## config.mk

```make
export PLATFORM = sky130hd
export DESIGN_NAME = bbox_tracker
export DESIGN_NICKNAME = d
export VERILOG_FILES = /design/src/rtl/bbox_tracker.sv
export SDC_FILE = /design/constraint.sdc
export NUM_CORES = 1
export LEC_CHECK = 0
export ABC_CLOCK_PERIOD_IN_PS = 4500
export BUFFER_PORTS_ARGS = -buffer_cell sky130_fd_sc_hd__buf_2
export CORE_MARGIN = 5
export CORE_UTILIZATION = 30
export CTS_BUF_LIST = sky130_fd_sc_hd__clkbuf_4 sky130_fd_sc_hd__clkbuf_8 sky130_fd_sc_hd__clkbuf_16
export CTS_CLUSTER_DIAMETER = 100
export DETAILED_ROUTE_END_ITERATION = 8
export PLACE_DENSITY = 0.59
export SYNTH_ARGS = -nofsm -noshare
export SYNTH_HDL_FRONTEND = slang
export SYNTH_SLANG_ARGS = --single-unit
export TNS_END_PERCENT = 30
```

## constraint.sdc

```tcl
create_clock -name clk -period 4.5 [get_ports clk]
set_input_delay 0.225 -clock clk [delete_from_list [all_inputs] [get_ports clk]]
set_output_delay 0.225 -clock clk [all_outputs]
set_load 0.01 [all_outputs]
```

## src/rtl/bbox_tracker.sv

```systemverilog
// bbox_tracker: frame-difference motion detector that accumulates a bounding box
// over FRAMES_PER_RESULT frames, publishes it with valid/ready and draws it on the video.
module bbox_tracker #(
  parameter int                   PIX_W             = 8,
  parameter int                   IMG_W             = 640,
  parameter int                   IMG_H             = 480,
  parameter int                   COORD_W           = 12,
  parameter int                   FRAMES_PER_RESULT = 10,
  parameter int                   MIN_PIXELS        = 16,
  parameter int                   CNT_W             = 20,
  parameter logic [3*PIX_W-1:0]   BOX_COLOR         = 24'hFF0000
) (
  input  logic                 clk,
  input  logic                 rst,
  input  logic                 pix_valid,
  input  logic                 sof,
  input  logic [PIX_W-1:0]     pix_a,
  input  logic [PIX_W-1:0]     pix_b,
  input  logic [PIX_W-1:0]     threshold,
  output logic                 ovl_valid,
  output logic [3*PIX_W-1:0]   ovl_pix,
  output logic                 box_valid,
  input  logic                 box_ready,
  output logic [COORD_W-1:0]   box_xmin,
  output logic [COORD_W-1:0]   box_xmax,
  output logic [COORD_W-1:0]   box_ymin,
  output logic [COORD_W-1:0]   box_ymax,
  output logic [CNT_W-1:0]     box_count,
  output logic                 box_present,
  output logic                 box_overrun
);

  localparam logic [0:0] ST_SYNC = 1'b0;
  localparam logic [0:0] ST_RUN  = 1'b1;
  localparam int FCNT_W = (FRAMES_PER_RESULT > 1) ? $clog2(FRAMES_PER_RESULT) : 1;
  localparam logic [COORD_W-1:0] X_LAST  = COORD_W'(IMG_W - 1);
  localparam logic [COORD_W-1:0] Y_LAST  = COORD_W'(IMG_H - 1);
  localparam logic [FCNT_W-1:0]  F_LAST  = FCNT_W'(FRAMES_PER_RESULT - 1);
  localparam logic [CNT_W-1:0]   CNT_MAX = {CNT_W{1'b1}};
  localparam logic [CNT_W-1:0]   MIN_CNT = CNT_W'(MIN_PIXELS);

  logic [0:0]          state_q, state_d;
  logic [COORD_W-1:0]  x_q, x_d, y_q, y_d;
  logic [FCNT_W-1:0]   frame_q, frame_d;
  logic [COORD_W-1:0]  xmin_q, xmin_d, xmax_q, xmax_d, ymin_q, ymin_d, ymax_q, ymax_d;
  logic [CNT_W-1:0]    cnt_q, cnt_d;
  logic [COORD_W-1:0]  box_xmin_q, box_xmin_d, box_xmax_q, box_xmax_d;
  logic [COORD_W-1:0]  box_ymin_q, box_ymin_d, box_ymax_q, box_ymax_d;
  logic [CNT_W-1:0]    box_count_q, box_count_d;
  logic                box_present_q, box_present_d;
  logic                box_valid_q, box_valid_d;
  logic                box_overrun_q, box_overrun_d;
  logic                ovl_valid_q, ovl_valid_d;
  logic [3*PIX_W-1:0]  ovl_pix_q, ovl_pix_d;

  logic [PIX_W:0]      diff;
  logic                motion, accept, frame_done, publish, on_border;
  logic [COORD_W-1:0]  cur_x, cur_y;
  logic [COORD_W-1:0]  hit_xmin, hit_xmax, hit_ymin, hit_ymax;
  logic [CNT_W-1:0]    hit_cnt;

  // Pixel acceptance, motion test and raster position.
  always_comb begin
    if (pix_a >= pix_b) begin
      diff = {1'b0, pix_a} - {1'b0, pix_b};
    end else begin
      diff = {1'b0, pix_b} - {1'b0, pix_a};
    end
    motion     = diff > {1'b0, threshold};
    accept     = pix_valid && ((state_q == ST_RUN) || sof);
    cur_x      = sof ? {COORD_W{1'b0}} : x_q;
    cur_y      = sof ? {COORD_W{1'b0}} : y_q;
    frame_done = accept && (cur_x == X_LAST) && (cur_y == Y_LAST);
    publish    = frame_done && (frame_q == F_LAST);
    state_d    = (accept && sof) ? ST_RUN : state_q;
    x_d        = x_q;
    y_d        = y_q;
    frame_d    = frame_q;
    if (accept) begin
      if (cur_x == X_LAST) begin
        x_d = {COORD_W{1'b0}};
        y_d = (cur_y == Y_LAST) ? {COORD_W{1'b0}} : cur_y + COORD_W'(1);
      end else begin
        x_d = cur_x + COORD_W'(1);
        y_d = cur_y;
      end
    end else begin
      x_d = x_q;
      y_d = y_q;
    end
    if (frame_done) begin
      frame_d = (frame_q == F_LAST) ? {FCNT_W{1'b0}} : frame_q + FCNT_W'(1);
    end else begin
      frame_d = frame_q;
    end
  end

  // Accumulators fold in the current pixel; a publish hands them to the box and clears them.
  always_comb begin
    hit_xmin = (accept && motion && (cur_x < xmin_q)) ? cur_x : xmin_q;
    hit_xmax = (accept && motion && (cur_x > xmax_q)) ? cur_x : xmax_q;
    hit_ymin = (accept && motion && (cur_y < ymin_q)) ? cur_y : ymin_q;
    hit_ymax = (accept && motion && (cur_y > ymax_q)) ? cur_y : ymax_q;
    hit_cnt  = (accept && motion && (cnt_q != CNT_MAX)) ? cnt_q + CNT_W'(1) : cnt_q;
    if (publish) begin
      xmin_d        = {COORD_W{1'b1}};
      xmax_d        = {COORD_W{1'b0}};
      ymin_d        = {COORD_W{1'b1}};
      ymax_d        = {COORD_W{1'b0}};
      cnt_d         = {CNT_W{1'b0}};
      box_xmin_d    = hit_xmin;
      box_xmax_d    = hit_xmax;
      box_ymin_d    = hit_ymin;
      box_ymax_d    = hit_ymax;
      box_count_d   = hit_cnt;
      box_present_d = hit_cnt >= MIN_CNT;
    end else begin
      xmin_d        = hit_xmin;
      xmax_d        = hit_xmax;
      ymin_d        = hit_ymin;
      ymax_d        = hit_ymax;
      cnt_d         = hit_cnt;
      box_xmin_d    = box_xmin_q;
      box_xmax_d    = box_xmax_q;
      box_ymin_d    = box_ymin_q;
      box_ymax_d    = box_ymax_q;
      box_count_d   = box_count_q;
      box_present_d = box_present_q;
    end
  end

  // Result handshake and overlay; the overlay always uses the box currently held on the outputs.
  always_comb begin
    if (publish) begin
      box_valid_d = 1'b1;
    end else if (box_valid_q && box_ready) begin
      box_valid_d = 1'b0;
    end else begin
      box_valid_d = box_valid_q;
    end
    box_overrun_d = box_overrun_q || (publish && box_valid_q && !box_ready);
    on_border = (((cur_x == box_xmin_q) || (cur_x == box_xmax_q)) &&
                 (cur_y >= box_ymin_q) && (cur_y <= box_ymax_q)) ||
                (((cur_y == box_ymin_q) || (cur_y == box_ymax_q)) &&
                 (cur_x >= box_xmin_q) && (cur_x <= box_xmax_q));
    ovl_valid_d = accept;
    if (accept) begin
      ovl_pix_d = (box_present_q && on_border) ? BOX_COLOR : {pix_a, pix_a, pix_a};
    end else begin
      ovl_pix_d = ovl_pix_q;
    end
  end

  // State registers.
  always_ff @(posedge clk) begin
    if (rst) begin
      state_q       <= ST_SYNC;
      x_q           <= {COORD_W{1'b0}};
      y_q           <= {COORD_W{1'b0}};
      frame_q       <= {FCNT_W{1'b0}};
      xmin_q        <= {COORD_W{1'b1}};
      xmax_q        <= {COORD_W{1'b0}};
      ymin_q        <= {COORD_W{1'b1}};
      ymax_q        <= {COORD_W{1'b0}};
      cnt_q         <= {CNT_W{1'b0}};
      box_xmin_q    <= {COORD_W{1'b0}};
      box_xmax_q    <= {COORD_W{1'b0}};
      box_ymin_q    <= {COORD_W{1'b0}};
      box_ymax_q    <= {COORD_W{1'b0}};
      box_count_q   <= {CNT_W{1'b0}};
      box_present_q <= 1'b0;
      box_valid_q   <= 1'b0;
      box_overrun_q <= 1'b0;
      ovl_valid_q   <= 1'b0;
      ovl_pix_q     <= {(3*PIX_W){1'b0}};
    end else begin
      state_q       <= state_d;
      x_q           <= x_d;
      y_q           <= y_d;
      frame_q       <= frame_d;
      xmin_q        <= xmin_d;
      xmax_q        <= xmax_d;
      ymin_q        <= ymin_d;
      ymax_q        <= ymax_d;
      cnt_q         <= cnt_d;
      box_xmin_q    <= box_xmin_d;
      box_xmax_q    <= box_xmax_d;
      box_ymin_q    <= box_ymin_d;
      box_ymax_q    <= box_ymax_d;
      box_count_q   <= box_count_d;
      box_present_q <= box_present_d;
      box_valid_q   <= box_valid_d;
      box_overrun_q <= box_overrun_d;
      ovl_valid_q   <= ovl_valid_d;
      ovl_pix_q     <= ovl_pix_d;
    end
  end

  assign ovl_valid   = ovl_valid_q;
  assign ovl_pix     = ovl_pix_q;
  assign box_valid   = box_valid_q;
  assign box_xmin    = box_xmin_q;
  assign box_xmax    = box_xmax_q;
  assign box_ymin    = box_ymin_q;
  assign box_ymax    = box_ymax_q;
  assign box_count   = box_count_q;
  assign box_present = box_present_q;
  assign box_overrun = box_overrun_q;

endmodule

```

==> results.py, run 1 <==
metrics = {
    "timing": {
        "tightest_slew_ns": 0.7114,
        "finalSetupViolCount": 0,
        "grt_setup_unrepaired": "false",
        "min_period_over_period_pct": 90.86,
        "slew_viols_final": 0,
        "totalNegativeSetupSlack_ns": 0,
        "finalCriticalPeriod_ns": 4.089,
        "achievable_clock_frequency_ghz": 0.2446,
        "clock_skew_ns": 0.01509,
        "slew_headroom_pct": 52.13,
        "finalHoldViolations": 0,
    },
    "critical_path": {
        "critPathSlowestCell": "sky130_fd_sc_hd__a211oi_1",
        "critical_path_class": "in -> reg",
        "critical_path_buf_inv_count": 4,
        "worstPathRequired_ns": 4.81,
        "critPathLaunchType": "input port",
        "capture_point_of_the_worst_reg_to_reg_path": "box_xmax[3]$_SDFFE_PP0P_",
        "cpMostUsedCell": "sky130_fd_sc_hd__a21o_1",
        "worst-r2r-setup-slack_ns": 0.95,
        "critical_path_arrival_ns": 4.40,
        "worst_path_dominant_cell_family": "compound AO/OA/AOI/OAI gates",
        "worstPathCellList": "buf_2, inv_1, ha_1, buf_4, a21o_1, a21o_1, a21oi_1, o21ai_0, a21o_1, a211oi_1, a21oi_1, xnor2_1, ha_1, nand4_1, o221ai_1, a31oi_1, a41o_1, buf_4, o211ai_1, nor3_1, mux2i_1, nor4_1, a31oi_1",
        "worstReg2RegStart": "x_q[0]$_SDFFE_PP0P_",
        "worst_r2r_path_depth": 12,
        "slowest_delay_ns": 0.31,
        "worstSetupEndpointType": "register",
        "critical_path_peak_fanout": 4,
    },
    "power": {
        "p_seq_share_pct": 44.5,
        "power.leakage_nw": 5.884,
        "pwr-share-clk_pct": 41.6,
        "netSwitchingFraction_pct": 26.76,
        "power_per_cell_area_nw_per_um2": 301.2,
        "power_report.internal_total_mw": 2.849,
        "power_switching_mw": 1.041,
        "totalPowerFinal_mw": 3.890,
        "power.ir.vdd_worst_uv": 289.6,
        "share_comb_of_total_power_pct": 14.0,
    },
    "yosys": {
        "number_of_synthesized_flops_with_an_enable_pin": 0,
        "synth.top_cell.area_share_pct": 33.63,
        "synth-warning-count": 0,
        "postSynth.topFlopCell": "sky130_fd_sc_hd__dfxtp_1",
        "most_area_hungry_cell_type_in_the_yosys_netlist": "sky130_fd_sc_hd__dfxtp_1",
        "synth.net_count": 1464,
        "synthArstFlopShare_pct": 0,
        "netlist_instances": 1312,
        "netlist-cell-type-count": 71,
        "synth_area_leaders": "sky130_fd_sc_hd__dfxtp_1 34%, sky130_fd_sc_hd__ha_1 14%, sky130_fd_sc_hd__nor2_1 6.2%",
        "avgSynthCellArea_um2": 8.393,
        "synth.cell_area_um2": 11010,
        "seq_area_frac_synth_pct": 33.63,
        "yosys_register_bits": 185,
    },
    "min_path": {
        "hold_path_class": "in -> reg",
        "hold_path_end": "state_q$_SDFFE_PP0P_",
        "worstHoldPathCells": 3,
        "timing.hold.worst.start": "pix_valid",
    },
    "final_layout": {
        "final_cells": 1917,
        "area.growth.synth_to_final_pct": 17.28,
        "num-nets-final": 1589,
        "n_fill_cell": 3815,
        "postLayoutCellArea_um2": 12910,
        "count_of_antenna_diodes_in_the_layout": 0,
        "final_layout_size_suffix_gt1_share_pct": 17.46,
    },
    "clock_network": {
        "cts_root_buffer": "sky130_fd_sc_hd__clkbuf_16",
        "htree_levels": 4,
        "tritoncts": "done",
        "clock_slew_seen_by_the_registers_of_the_worst_setup_and_hold_paths_ns": 0.07,
        "cts.hold.buffers_added": 0,
        "number_of_buffers_between_clock_root_and_the_deepest_sink": 2,
        "post-cts-setup-buffer-count": 0,
        "cts_repair_resize_count": 0,
        "tritoncts_num_sinks": 185,
        "clkLatencyLatePin_ns": 0.44,
        "tritoncts_buffers": 17,
    },
    "placement": {
        "dpl.hpwl_um": 23000,
        "port-buffer-count": 124,
        "dpl_cell_area_um2": 12290,
        "final_wtd_congestion": 0.8995,
        "placed_cells_incl_taps": 1886,
    },
    "job": {
        "timing.max_cap.violations": 0,
    },
    "floorplanning": {
        "start_util_pct": 30.22,
        "die_area_um2": 40640,
        "die_height_um": 201.6,
        "top_level_ports": 125,
        "die_width_um": 201.6,
        "placement_rows": 70,
        "floorplan.core_area_um2": 36430,
    },
    "routing": {
        "route.detailed.wl_per_inst_um": 15.97,
        "route.detailed.drc": 0,
        "drt.antenna.violating_nets": 0,
        "detailedRoute.firstIterationViolations": 540,
        "dr_total_vias": 9572,
        "routed_via_density": 4.993,
        "first_pass_iters": 5,
        "wl_um": 30610,
    },
    "global_routing": {
        "grt.total_usage_pct": 14.90,
        "globalRouteOverflowTotal": 0,
        "number_of_global_route_vias_before_repair": 9398,
        "antenna_found_initial": 3,
        "grt_start_max_net_pins": 59,
        "grt_first_pass_wirelength_um": 49710,
    },
    "run_status": {
        "run_status": "completed",
    },
}
==> cell usage in the layout, fill, tap and decap left out, types with 13 or more instances in the layout <==
master / synthesis / final
sky130_fd_sc_hd__dfxtp_1: 185 / 185
sky130_fd_sc_hd__nor2_1: 181 / 181
sky130_fd_sc_hd__inv_1: 136 / 136
sky130_fd_sc_hd__buf_2: 15 / 123
sky130_fd_sc_hd__ha_1: 121 / 121
sky130_fd_sc_hd__nand2_1: 79 / 79
sky130_fd_sc_hd__a21oi_1: 64 / 64
sky130_fd_sc_hd__buf_4: 22 / 52
sky130_fd_sc_hd__mux2i_1: 42 / 42
sky130_fd_sc_hd__nand3_1: 41 / 41
sky130_fd_sc_hd__o21ai_0: 39 / 38
sky130_fd_sc_hd__a21o_1: 35 / 35
sky130_fd_sc_hd__a211oi_1: 33 / 33
sky130_fd_sc_hd__nand4_1: 28 / 28
sky130_fd_sc_hd__a211oi_2: 27 / 27
sky130_fd_sc_hd__nor2b_1: 21 / 21
sky130_fd_sc_hd__xnor2_1: 19 / 19
sky130_fd_sc_hd__nor3_1: 17 / 17
sky130_fd_sc_hd__clkbuf_16: 0 / 17
sky130_fd_sc_hd__o21a_1: 13 / 13
sky130_fd_sc_hd__and3_1: 13 / 13
==> worst reg2reg max path, delay by kind of cell, from the launching register on <==
family,cells,cell delay (ns)
AND/OR/NAND/NOR,8,1.95
AO/OA/AOI/OAI,1,0.24
flip-flops,1,0.35
adder cells (fa/ha/maj),1,0.26
buffers and inverters,2,0.67
==> metrics by stage <==
step	setup WS [ns]	util [%]	hold slack, ns
5_1_grt	0.07506	35.45	0.1121
6_report	0.4114	35.45	0.08266
3_3_place_gp	0.07992	33.74	0.4341
3_5_place_dp	0.07916	33.74	0.4460
2_1_floorplan	0.2517	-	0.3680
4_1_cts	0.4786	35.45	0.06089
==> cell type report <==
cell class | count | area [um2] | share of cell area (%)
clock buffer | 17 | 425.4 | 3.294
clock inverter | 14 | 196.4 | 1.521
sequential | 185 | 3704 | 28.68
tap | 468 | 585.6 | 4.534
multi-input combinational | 919 | 6427 | 49.77
timing repair buffer | 178 | 1066 | 8.254
inverter | 136 | 510.5 | 3.953
==> layer usage <==
metal  share of wire [%]  vias to the layer above  global-route usage [%]  routed length, um
met5               0.069                        -                       0                 21
met4                 1.5                        4                   3.320                455
met3                 4.9                       38                   3.691               1499
met2                  44                      204                   23.78              13570
met1                  49                     4487                   20.42              15060
li1                    -                     4839                       -                  -
==> synthesized netlist by cell type (12+ instances only) <==
cell type and instances:
sky130_fd_sc_hd__a211oi_1 33, sky130_fd_sc_hd__a211oi_2 27, sky130_fd_sc_hd__a21o_1 35, sky130_fd_sc_hd__a21oi_1 64, sky130_fd_sc_hd__and3_1 13, sky130_fd_sc_hd__buf_2 15, sky130_fd_sc_hd__buf_4 22, sky130_fd_sc_hd__clkbuf_1 31
sky130_fd_sc_hd__dfxtp_1 185, sky130_fd_sc_hd__ha_1 121, sky130_fd_sc_hd__inv_1 136, sky130_fd_sc_hd__mux2i_1 42, sky130_fd_sc_hd__nand2_1 79, sky130_fd_sc_hd__nand3_1 41, sky130_fd_sc_hd__nand4_1 28, sky130_fd_sc_hd__nor2_1 181
sky130_fd_sc_hd__nor2b_1 21, sky130_fd_sc_hd__nor3_1 17, sky130_fd_sc_hd__o21a_1 13, sky130_fd_sc_hd__o21ai_0 39, sky130_fd_sc_hd__xnor2_1 19, sky130_fd_sc_hd__xor2_1 12
==> power groups by stage <==
stage	clock network [mW]	registers [mW]	logic, mW
global route	1.73	1.74	0.606
global placement	0	1.77	0.534
detailed placement	0	1.77	0.540
CTS	1.65	1.73	0.545
floorplan	0	1.76	0.363
finish	1.62	1.73	0.544
==> kinds of logic after synthesis <==
family / share of synthesized area (%)
flip-flops: 33.63
XOR/XNOR: 2.466
AND/OR/NAND/NOR: 18.63
buffers and inverters: 8.090
AO/OA/AOI/OAI: 19.04
multiplexers: 4.022
adder cells (fa/ha/maj): 14.11
==> how the worst max path moves through the flow <==
| stage | start | to | slack, ns | depth (start not counted) |
|---|---|---|---|---|
| floorplan | pix_a[1] | xmin_q[10]$_SDFF_PP1_ | 0.25 | 21 |
| global placement | pix_a[1] | box_present$_SDFFE_PP0P_ | 0.08 | 22 |
| detailed placement | pix_a[1] | box_present$_SDFFE_PP0P_ | 0.08 | 22 |
| CTS | pix_a[1] | box_present$_SDFFE_PP0P_ | 0.48 | 22 |
| global route | pix_a[1] | box_present$_SDFFE_PP0P_ | 0.08 | 22 |
| finish | pix_a[1] | box_present$_SDFFE_PP0P_ | 0.41 | 23 |
Note: power is estimated with default switching activity, not from simulation.
==> run 2, diff against run 1 <==
--- a/config.mk
+++ b/config.mk
@@ -8,11 +8,11 @@
 export ABC_CLOCK_PERIOD_IN_PS = 4500
 export BUFFER_PORTS_ARGS = -buffer_cell sky130_fd_sc_hd__buf_2
 export CORE_MARGIN = 5
-export CORE_UTILIZATION = 30
+export CORE_UTILIZATION = 53
 export CTS_BUF_LIST = sky130_fd_sc_hd__clkbuf_4 sky130_fd_sc_hd__clkbuf_8 sky130_fd_sc_hd__clkbuf_16
 export CTS_CLUSTER_DIAMETER = 100
 export DETAILED_ROUTE_END_ITERATION = 8
-export PLACE_DENSITY = 0.59
+export PLACE_DENSITY = 0.87
 export SYNTH_ARGS = -nofsm -noshare
 export SYNTH_HDL_FRONTEND = slang
 export SYNTH_SLANG_ARGS = --single-unit
==> run 2 against run 1 <==
Net effect:
- utilization grew 26 points
- largest power group unchanged
- setup slack lost 0.19 ns
- global-route usage grew 9.3 points
- clock-buffer cell count grew 1
- die area shrank 42%
- non-clock buffer count shrank 8
- clock skew is essentially flat
- register-to-register slack lost 0.22 ns
- hold slack lost 0.0040 ns
==> results.py, run 2 (same netlist as run 1, synthesis figures left out) <==
metrics = {
    "run_status": {
        "run_status": "completed",
    },
    "final_layout": {
        "commonest_cells_after_routing_fill_and_taps_aside": "185 x sky130_fd_sc_hd__dfxtp_1, 181 x sky130_fd_sc_hd__nor2_1, 136 x sky130_fd_sc_hd__inv_1",
        "postLayoutCellArea_um2": 12580,
        "final_cells": 1712,
        "n_fill_cell": 1693,
        "area.growth.synth_to_final_pct": 14.24,
        "final_layout_size_suffix_gt1_share_pct": 17.13,
        "count_of_antenna_diodes_in_the_layout": 0,
        "sequential_cell_area_um2": 3704,
        "final_common_cell": "sky130_fd_sc_hd__dfxtp_1",
        "multi_input_area_um2": 6432,
        "num-nets-final": 1581,
    },
    "global_routing": {
        "number_of_global_route_vias_before_repair": 9951,
        "antenna_found_initial": 2,
        "grt.total_usage_pct": 24.17,
        "grt_start_max_net_pins": 65,
        "globalRouteOverflowTotal": 0,
        "grt_first_pass_wirelength_um": 48150,
    },
    "timing": {
        "tightest_slew_ns": 0.8706,
        "finalSetupViolCount": 0,
        "min_period_over_period_pct": 95.02,
        "achievable_clock_frequency_ghz": 0.2339,
        "finalCriticalPeriod_ns": 4.276,
        "totalNegativeSetupSlack_ns": 0,
        "finalHoldViolations": 0,
        "slew_viols_final": 0,
        "clock_skew_ns": 0.01468,
        "grt_setup_unrepaired": "false",
        "slew_headroom_pct": 41.74,
    },
    "power": {
        "power.ir.vdd_worst_uv": 258.0,
        "totalPowerFinal_mw": 3.778,
        "power_per_cell_area_nw_per_um2": 300.3,
        "power.leakage_nw": 5.828,
    },
    "routing": {
        "route.detailed.drc": 0,
        "routed_via_density": 5.874,
        "route.detailed.wl_per_inst_um": 17.07,
        "drt.antenna.violating_nets": 0,
        "detailedRoute.firstIterationViolations": 809,
        "dr_total_vias": 10060,
        "wl_um": 29230,
        "first_pass_iters": 6,
    },
    "clock_network": {
        "tritoncts_buffers": 17,
        "clock_slew_seen_by_the_registers_of_the_worst_setup_and_hold_paths_ns": 0.07,
        "clkLatencyLatePin_ns": 0.44,
        "number_of_buffers_between_clock_root_and_the_deepest_sink": 2,
        "cts_root_buffer": "sky130_fd_sc_hd__clkbuf_16",
        "htree_levels": 4,
        "cts.hold.buffers_added": 0,
        "tritoncts_num_sinks": 185,
        "tritoncts": "done",
    },
    "critical_path": {
        "critical_path_peak_fanout": 7,
        "worstPathRequired_ns": 4.77,
        "critPathLaunchType": "input port",
        "critical_path_class": "in -> reg",
        "critical_path_buf_inv_count": 3,
        "worstSetupEndpointType": "register",
        "critical_path_arrival_ns": 4.55,
        "critPathSlowestCell": "sky130_fd_sc_hd__or2_1",
        "worstPathCellList": "buf_2, inv_1, ha_1, nor2b_1, o31ai_1, a31o_2, nand3_1, mux2i_1, a221o_1, a21oi_1, xnor2_1, ha_1, nand4_1, a21o_1, a31oi_1, a41o_1, or2_1, and3_1, buf_4, mux2i_1, a211oi_1",
        "slowest_delay_ns": 0.41,
        "worst_path_dominant_cell_family": "compound AO/OA/AOI/OAI gates",
    },
    "floorplanning": {
        "floorplan.core_area_um2": 20360,
        "top_level_ports": 125,
        "die_width_um": 154.1,
        "placement_rows": 52,
        "die_area_um2": 23760,
        "start_util_pct": 54.07,
        "die_height_um": 154.1,
    },
    "placement": {
        "dpl_cell_area_um2": 11980,
        "placed_cells_incl_taps": 1679,
        "port-buffer-count": 124,
        "final_wtd_congestion": 0.9249,
        "dpl.hpwl_um": 21090,
    },
    "min_path": {
        "hold_path_class": "in -> reg",
    },
    "job": {
        "timing.max_cap.violations": 0,
    },
}
[run 2: cell count changes in the layout (fill, tap and decap cells not counted), sizes merged]
cell,change
bufinv,-4
inv,+7
clkinv,-1
clkbuf,+1
clkinvlp,-2
buf,-8
[run 2: power breakdown]
group,internal [mW],leakage [nW],switching (mW)
registers,1.69,1.50,0.0371
logic,0.217,4.04,0.325
clock network,0.761,0.291,0.746
total,2.67,5.83,1.11
[run 2: routing by layer]
layer | track usage [%] | part of all wire [%]
met4 | 7.948 | 2.5
met5 | 0 | 0.072
met3 | 5.509 | 8.5
met1 | 31.19 | 43
met2 | 40.06 | 46
[run 2: timing repair]
action | 4_1_cts | 5_1_grt
setup endpoints to repair | 0 | 1
resized for setup | 0 | 1
buffers inserted | 0 | 1
[run 2: area by class of cell]
type,count,area share (%)
clock buffer,18,3.491
clock inverter,14,1.194
inverter,136,4.058
multi-input combinational,919,51.13
sequential,185,29.44
tap,270,2.685
timing repair buffer,170,7.997
[run 2: path summary, 6_finish.rpt]
kind | cells past startpoint | startpoint | slack, ns | endpoint
worst max-delay path | 21 | pix_a[1] | 0.22 | box_ymin[0]$_SDFFE_PP0P_
worst min-delay path | 3 | pix_valid | 0.08 | state_q$_SDFFE_PP0P_
worst max register to register | 12 | x_q[0]$_SDFFE_PP0P_ | 0.73 | box_ymin[0]$_SDFFE_PP0P_
worst min register to register | 2 | x_q[1]$_SDFFE_PP0P_ | 0.46 | x_q[1]$_SDFFE_PP0P_
[run 2: per-stage QoR]
step | hold WS, ns | setup slack [ns] | util, %
6_report | 0.07863 | 0.2239 | 61.77
5_1_grt | 0.1141 | 0.003079 | 61.77
4_1_cts | 0.07035 | 0.3614 | 61.71
3_5_place_dp | 0.4466 | -0.07297 | 58.82
3_3_place_gp | 0.4348 | 0.09032 | 58.82
2_1_floorplan | 0.3680 | 0.2517 | -
[run 2: worst register-to-register path, delay by kind of cell, from the launching register on]
kind | cells | cell delay (ns)
flops | 1 | 0.38
simple gates | 8 | 2.03
buf+inv | 2 | 0.65
compound gates | 1 | 0.30
fa+ha+maj | 1 | 0.28
